==> config.mk <==
export PLATFORM = sky130hd
export DESIGN_NAME = flit_avalon_master
export DESIGN_NICKNAME = d
export VERILOG_FILES = /design/src/rtl/flit_avalon_pkg.sv /design/src/rtl/flit_fifo.sv /design/src/rtl/flit_avalon_master.sv
export SDC_FILE = /design/constraint.sdc
export NUM_CORES = 1
export LEC_CHECK = 0
export ABC_AREA = 0
export CAP_MARGIN = 20
export CORE_MARGIN = 4
export CORE_UTILIZATION = 35
export CTS_BUF_LIST = sky130_fd_sc_hd__clkbuf_16
export DETAILED_ROUTE_END_ITERATION = 16
export PLACE_DENSITY = 0.62
export SETUP_SLACK_MARGIN = 0.15
export SYNTH_ARGS = -nofsm -noshare
export SYNTH_HDL_FRONTEND = slang
export SYNTH_SLANG_ARGS = --single-unit
==> constraint.sdc <==
create_clock -name CLK -period 2.9 [get_ports CLK]
set_input_delay 0.725 -clock CLK [delete_from_list [all_inputs] [get_ports CLK]]
set_output_delay 0.725 -clock CLK [all_outputs]
set_load 0.02 [all_outputs]
==> src/rtl/flit_avalon_pkg.sv <==
// +--------------------------------------------------------------------------+
// | flit_avalon_pkg : slave register map, status bits and FSM state encoding  |
// | Revision: 1.0                                                            |
// +--------------------------------------------------------------------------+
`default_nettype none

package flit_avalon_pkg;

  localparam logic [2:0] c_addr_status = 3'd0;
  localparam logic [2:0] c_addr_put    = 3'd1;
  localparam logic [2:0] c_addr_get    = 3'd2;

  localparam int c_stat_put_rdy = 0;
  localparam int c_stat_get_rdy = 1;

  typedef enum logic [1:0] {
    ST_IDLE  = 2'd0,
    ST_POLL  = 2'd1,
    ST_READ  = 2'd2,
    ST_WRITE = 2'd3
  } state_t;

endpackage

`default_nettype wire

==> src/rtl/flit_fifo.sv <==
// +--------------------------------------------------------------------------+
// | flit_fifo : synchronous FIFO, head word is zero while empty               |
// | Revision: 1.0                                                            |
// +--------------------------------------------------------------------------+
`default_nettype none

module flit_fifo #(
  parameter int FIFO_DEPTH = 4,
  parameter int WIDTH      = 32
) (
  input  logic             CLK,
  input  logic             RST,
  input  logic             i_push,
  input  logic [WIDTH-1:0] i_push_data,
  input  logic             i_pop,
  output logic [WIDTH-1:0] o_head,
  output logic             o_full,
  output logic             o_empty
);

  localparam int c_aw = (FIFO_DEPTH > 1) ? $clog2(FIFO_DEPTH) : 1;

  logic [WIDTH-1:0] r_mem [FIFO_DEPTH];
  logic [c_aw:0]    r_wr_ptr;
  logic [c_aw:0]    r_rd_ptr;
  logic             w_do_push;
  logic             w_do_pop;
  logic             w_full;
  logic             w_empty;

  // Extra pointer bit distinguishes full from empty when the indices match.
  assign w_empty   = (r_wr_ptr == r_rd_ptr);
  assign w_full    = (r_wr_ptr[c_aw] != r_rd_ptr[c_aw]) &&
                     (r_wr_ptr[c_aw-1:0] == r_rd_ptr[c_aw-1:0]);
  assign w_do_push = i_push && !w_full;
  assign w_do_pop  = i_pop && !w_empty;

  always_ff @(posedge CLK) begin
    if (RST) begin
      r_wr_ptr <= '0;
      r_rd_ptr <= '0;
    end else begin
      if (w_do_push) begin
        r_mem[r_wr_ptr[c_aw-1:0]] <= i_push_data;
        r_wr_ptr                  <= r_wr_ptr + 1'b1;
      end
      if (w_do_pop) begin
        r_rd_ptr <= r_rd_ptr + 1'b1;
      end
    end
  end

  assign o_head  = w_empty ? '0 : r_mem[r_rd_ptr[c_aw-1:0]];
  assign o_full  = w_full;
  assign o_empty = w_empty;

endmodule

`default_nettype wire

==> src/rtl/flit_avalon_master.sv <==
// +--------------------------------------------------------------------------+
// | flit_avalon_master : Avalon-MM master moving flits between local FIFOs   |
// | and a polled flit slave.  Revision: 1.0                                  |
// +--------------------------------------------------------------------------+
`default_nettype none

module flit_avalon_master
  import flit_avalon_pkg::*;
#(
  parameter int FIFO_DEPTH = 4
) (
  input  logic        CLK,
  input  logic        RST,
  output logic [2:0]  address,
  output logic        read,
  output logic        write,
  output logic [31:0] writedata,
  input  logic [31:0] readdata,
  input  logic        irq,
  input  logic [31:0] tx_data,
  input  logic        tx_valid,
  output logic        tx_ready,
  output logic [31:0] rx_data,
  output logic        rx_valid,
  input  logic        rx_ready,
  output logic [15:0] flits_sent,
  output logic [15:0] flits_rcvd
);

  state_t      r_state;
  logic [2:0]  r_address;
  logic        r_read;
  logic        r_write;
  logic [31:0] r_writedata;
  logic [15:0] r_flits_sent;
  logic [15:0] r_flits_rcvd;

  logic [31:0] w_tx_head;
  logic        w_tx_full;
  logic        w_tx_empty;
  logic        w_rx_full;
  logic        w_rx_empty;
  logic        w_tx_push;
  logic        w_rx_pop;
  logic        w_tx_pop;
  logic        w_rx_push;

  assign w_tx_push = tx_valid && !w_tx_full;
  assign w_rx_pop  = !w_rx_empty && rx_ready;
  assign w_tx_pop  = (r_state == ST_WRITE);
  assign w_rx_push = (r_state == ST_READ);

  flit_fifo #(
    .FIFO_DEPTH (FIFO_DEPTH),
    .WIDTH      (32)
  ) u_tx_fifo (
    .CLK         (CLK),
    .RST         (RST),
    .i_push      (w_tx_push),
    .i_push_data (tx_data),
    .i_pop       (w_tx_pop),
    .o_head      (w_tx_head),
    .o_full      (w_tx_full),
    .o_empty     (w_tx_empty)
  );

  flit_fifo #(
    .FIFO_DEPTH (FIFO_DEPTH),
    .WIDTH      (32)
  ) u_rx_fifo (
    .CLK         (CLK),
    .RST         (RST),
    .i_push      (w_rx_push),
    .i_push_data (readdata),
    .i_pop       (w_rx_pop),
    .o_head      (rx_data),
    .o_full      (w_rx_full),
    .o_empty     (w_rx_empty)
  );

  // Bus strobes are registered with the state they belong to, so they never
  // depend combinationally on readdata or irq.
  always_ff @(posedge CLK) begin
    if (RST) begin
      r_state      <= ST_IDLE;
      r_address    <= c_addr_status;
      r_read       <= 1'b0;
      r_write      <= 1'b0;
      r_writedata  <= '0;
      r_flits_sent <= '0;
      r_flits_rcvd <= '0;
    end else begin
      r_address   <= c_addr_status;
      r_read      <= 1'b0;
      r_write     <= 1'b0;
      r_writedata <= '0;
      case (r_state)
        ST_IDLE: begin
          if (irq || !w_tx_empty) begin
            r_state <= ST_POLL;
            r_read  <= 1'b1;
          end
        end
        ST_POLL: begin
          if (readdata[c_stat_get_rdy] && !w_rx_full) begin
            r_state   <= ST_READ;
            r_read    <= 1'b1;
            r_address <= c_addr_get;
          end else if (readdata[c_stat_put_rdy] && !w_tx_empty) begin
            // TX head is stable until the WRITE pop, so it can be latched now.
            r_state     <= ST_WRITE;
            r_write     <= 1'b1;
            r_address   <= c_addr_put;
            r_writedata <= w_tx_head;
          end else begin
            r_state <= ST_IDLE;
          end
        end
        ST_READ: begin
          r_flits_rcvd <= r_flits_rcvd + 16'd1;
          r_state      <= ST_POLL;
          r_read       <= 1'b1;
        end
        ST_WRITE: begin
          r_flits_sent <= r_flits_sent + 16'd1;
          r_state      <= ST_POLL;
          r_read       <= 1'b1;
        end
        default: begin
          r_state <= ST_IDLE;
        end
      endcase
    end
  end

  assign address    = r_address;
  assign read       = r_read;
  assign write      = r_write;
  assign writedata  = r_writedata;
  assign tx_ready   = !w_tx_full;
  assign rx_valid   = !w_rx_empty;
  assign flits_sent = r_flits_sent;
  assign flits_rcvd = r_flits_rcvd;

endmodule

`default_nettype wire

==> impl_results.md <==
- Crit start category: flop
- H-tree levels: 2
- I/O pin cnt: approximately 170
- Fillers: 3,152
- WL/cell: 18.9 µm
- Final Util: 46.1%
- Clock Latency Late Sink: ~0.53 ns
- Footprint of the multi-input gates: 3370 µm²
- Net count, final: 1,006
- CTS tree: done
- Die width: ~200 µm
- Leak pwr: between 5 and 6 nW
- Yosys top cell by area: edfxtp_1
- Worst path max stage delay: a little under 0.5 ns
- GP Congestion: 0.718
- Port bufs: 170
- Routed wire length: 26,700 µm
- Layout cell share with drive strength beyond 1: 22.9%
- Synth area leaders: edfxtp_1 (60%), dfxtp_1 (13%), mux4_2 (11%)
- Top layer reached by signal wires: met5
- Max-Cap Viols: 0
- Num CTS Buffers: 38
- DP HPWL: 16,300 µm
- Largest net degree at the start of global routing: 38
- # DRC: 0
- Max Buffers Root-to-Sink: 3
- Top cell type's share of synthesized area: 59.7%
- Antenna cells: 0
- Worst hold slack: 0.517 ns
- Routed vias: ~6,700
- Pwr per Cell Area: between 600 and 700 nW/µm²
- Minimum clock period: 2.79 ns
- Register area: 9360 µm²
- Peak Freq: about 0.36 GHz
- Slew Viols, Final: 0
- Status: completed
- Crit path cell chain: buf_16, mux4_2, and2b_1, dlygate4sd2_1
- Async S/R FF share, synth: 0%
- Post-synth EDFFs: 256
- Core ar.: ~36,000 µm²
- Synthesized area: approximately 13,000 µm²
- Setup TNS: 0 ns
- DR vias/cell: approximately 4.8
- CP arrival: 2.07 ns
- Starting Density: a little over a third
- Yosys reg bits: between 300 and 400
- Worst path slowest cell: mux4_2
- CP Data Required Time: 2.17 ns
- Clock Skew: 0.0239 ns
- Slew @ Worst Pin: 0.962 ns
- Worst-path clk slew: 0.06 ns
- Final Cycle Share: 96.2%
- Initial antenna violation count: 2
- Antenna-violating nets left: 0
- First-pass GRT wire length: about 41,000 µm
- Global-route usage over all layers: 13.2%
- Hold Vio Cnt, Final: 0
- Syn_nets: 796
- Crit path kind: flop to primary output
- Metal3 WL: around 2000 µm
- Worst Hold Class: flop to flop
- Initial DRC count: about 300
- Syn-to-layout area delta: 28.6%
- Grt ovf: 0
- RSZ-0062 raised after global routing: true
- Row cnt: 69
- Met2 WL: roughly 13,000 µm
- Setup violators final: 0
- Drt first pass iters: 7
- Maximum ir drop on the vdd rail: 0.438 mV
- Max FO, Critical Path: 10
- Die area: around 40,000 µm²
- Non-Filler Instances: 1,413
- Die Y: ~200 µm
- Met1 WL: between 10,000 and 15,000 µm
- Placed Instances: around 1,300
- Sequential cell area fraction in the yosys report: between 70% and 80%
- Primary FF master, synth: edfxtp_1
- Worst setup EP type: primary output
- Netlist cell types: 49
- Root Buffer: clkbuf_16
- Clock sink count: approximately 340
- Gate Count Post-Synth: 715
- Synth warn: 0
- Slew HR: 35.8%
- Vias in the first global route: 7,150
- Syn Area/Cell: 18.0 µm²
==> final cells by class <==
class	count	share of cell area [%]
clock buffers	38	5.75
clock inverters	29	1.15
inverters	7	0.159
multi-input cells	338	20.4
flip-flops and latches	339	56.6
well taps	461	3.49
repair buffers	201	12.5
==> worst paths after layout <==
| check | from | endpoint | slack (ns) | depth (start not counted) |
|---|---|---|---|---|
| setup / recovery | flop | rx_data[27] | 0.11 | 4 |
| hold reg to reg | flits_sent[13] | flits_sent[13] | 0.52 | 2 |
| setup reg to reg | u_rx_fifo.r_rd_ptr[1] | u_rx_fifo.r_mem[0][21] | 0.52 | 5 |
| hold / removal | flits_sent[13] | flits_sent[13] | 0.52 | 2 |
==> cell usage in the layout (no fill, tap or decap), drive strengths merged, types with 14 or more instances in the layout <==
master | synthesis | layout
clkdlybuf4s15 | 0 | 15
nand2 | 18 | 18
mux4 | 64 | 64
xnor2 | 17 | 17
buf | 17 | 37
clkinv | 0 | 15
edfxtp | 256 | 256
nor2 | 42 | 42
and2b | 14 | 14
xor2 | 22 | 22
inv | 7 | 19
clkdlybuf4s50 | 0 | 136
nor2b | 56 | 56
dfxtp | 83 | 83
clkbuf | 14 | 45
==> state kept, by name, indices dropped and copies added, names as in the netlist, named ones only <==
name / flops
u_rx_fifo.r_rd_ptr: 3
flits_sent: 16
address: 2
u_tx_fifo.r_wr_ptr: 3
u_tx_fifo.r_mem: 128
writedata: 32
u_rx_fifo.r_mem: 128
r_state: 2
read: 1
u_rx_fifo.r_wr_ptr: 3
u_tx_fifo.r_rd_ptr: 3
flits_rcvd: 16
==> worst max-delay path, delay by kind of cell (launching register included) <==
kind                   cells  cell delay (ns)
buffers and inverters      2             0.48
and+or+nand+nor            1             0.16
DFF                        1             0.42
muxes                      1             0.49
==> logic make-up after synthesis <==
logic type	share of synthesized area, %
xor gates and xnor gates	2.65
buffers and inverters	1.44
adders and majority gates	1.17
other	0.0291
DFF	72.7
AOI/OAI and AO/OA	1.32
muxes	11.9
and+or+nand+nor	8.78
==> where the power goes <==
group,internal [W],leakage [nW],switching [W]
combinational,0.000434,1.97,0.000405
sequential,0.00531,2.99,0.0000362
clock,0.00256,0.599,0.00184
total,0.00830,5.55,0.00228
==> Yosys cell counts, drive strengths merged, types with 2 or more instances <==
| cell type | instances |
|---|---|
| a221oi | 2 |
| mux4 | 64 |
| and2b | 14 |
| a21oi | 6 |
| or3 | 4 |
| nor2 | 42 |
| and4 | 4 |
| dfxtp | 83 |
| edfxtp | 256 |
| xnor2 | 17 |
| buf | 17 |
| and2 | 9 |
| inv | 7 |
| o31ai | 6 |
| mux2 | 4 |
| o311ai | 4 |
| nor3 | 9 |
| mux2i | 5 |
| o21ai | 3 |
| clkbuf | 14 |
| nand4 | 7 |
| nor2b | 56 |
| nand2 | 18 |
| ha | 12 |
| xor2 | 22 |
| or4 | 2 |
| nand3 | 12 |
| or2 | 2 |
| and3 | 2 |
| nor4 | 4 |
==> layer usage <==
metal  up-vias  track usage, %
li1       3161               -
met1      3356            16.6
met2       176            22.5
met3        51            4.06
met4         4            3.65
met5         -               0
==> per-stage QoR <==
| stage | instance area [µm²] | power (W) | worst slack (ns) |
|---|---|---|---|
| after floorplan | 12900 | 0.00585 | 0.502 |
| after global placement | 15300 | 0.00623 | 0.310 |
| after detailed placement | 15300 | 0.00624 | 0.306 |
| after CTS | 16500 | 0.0107 | 0.0451 |
| after global routing | 16500 | 0.0110 | 0.0228 |
| final | 16500 | 0.0106 | 0.109 |
==> what timing repair did <==
action                     4_1_cts  5_1_grt
cloned                           2        1
hold buffers                     0        0
setup endpoints to repair       34       31
gates resized for setup         95       15
pin swaps                        2        0
setup buffers                    3        3
Power figures use the tool's default switching activity.
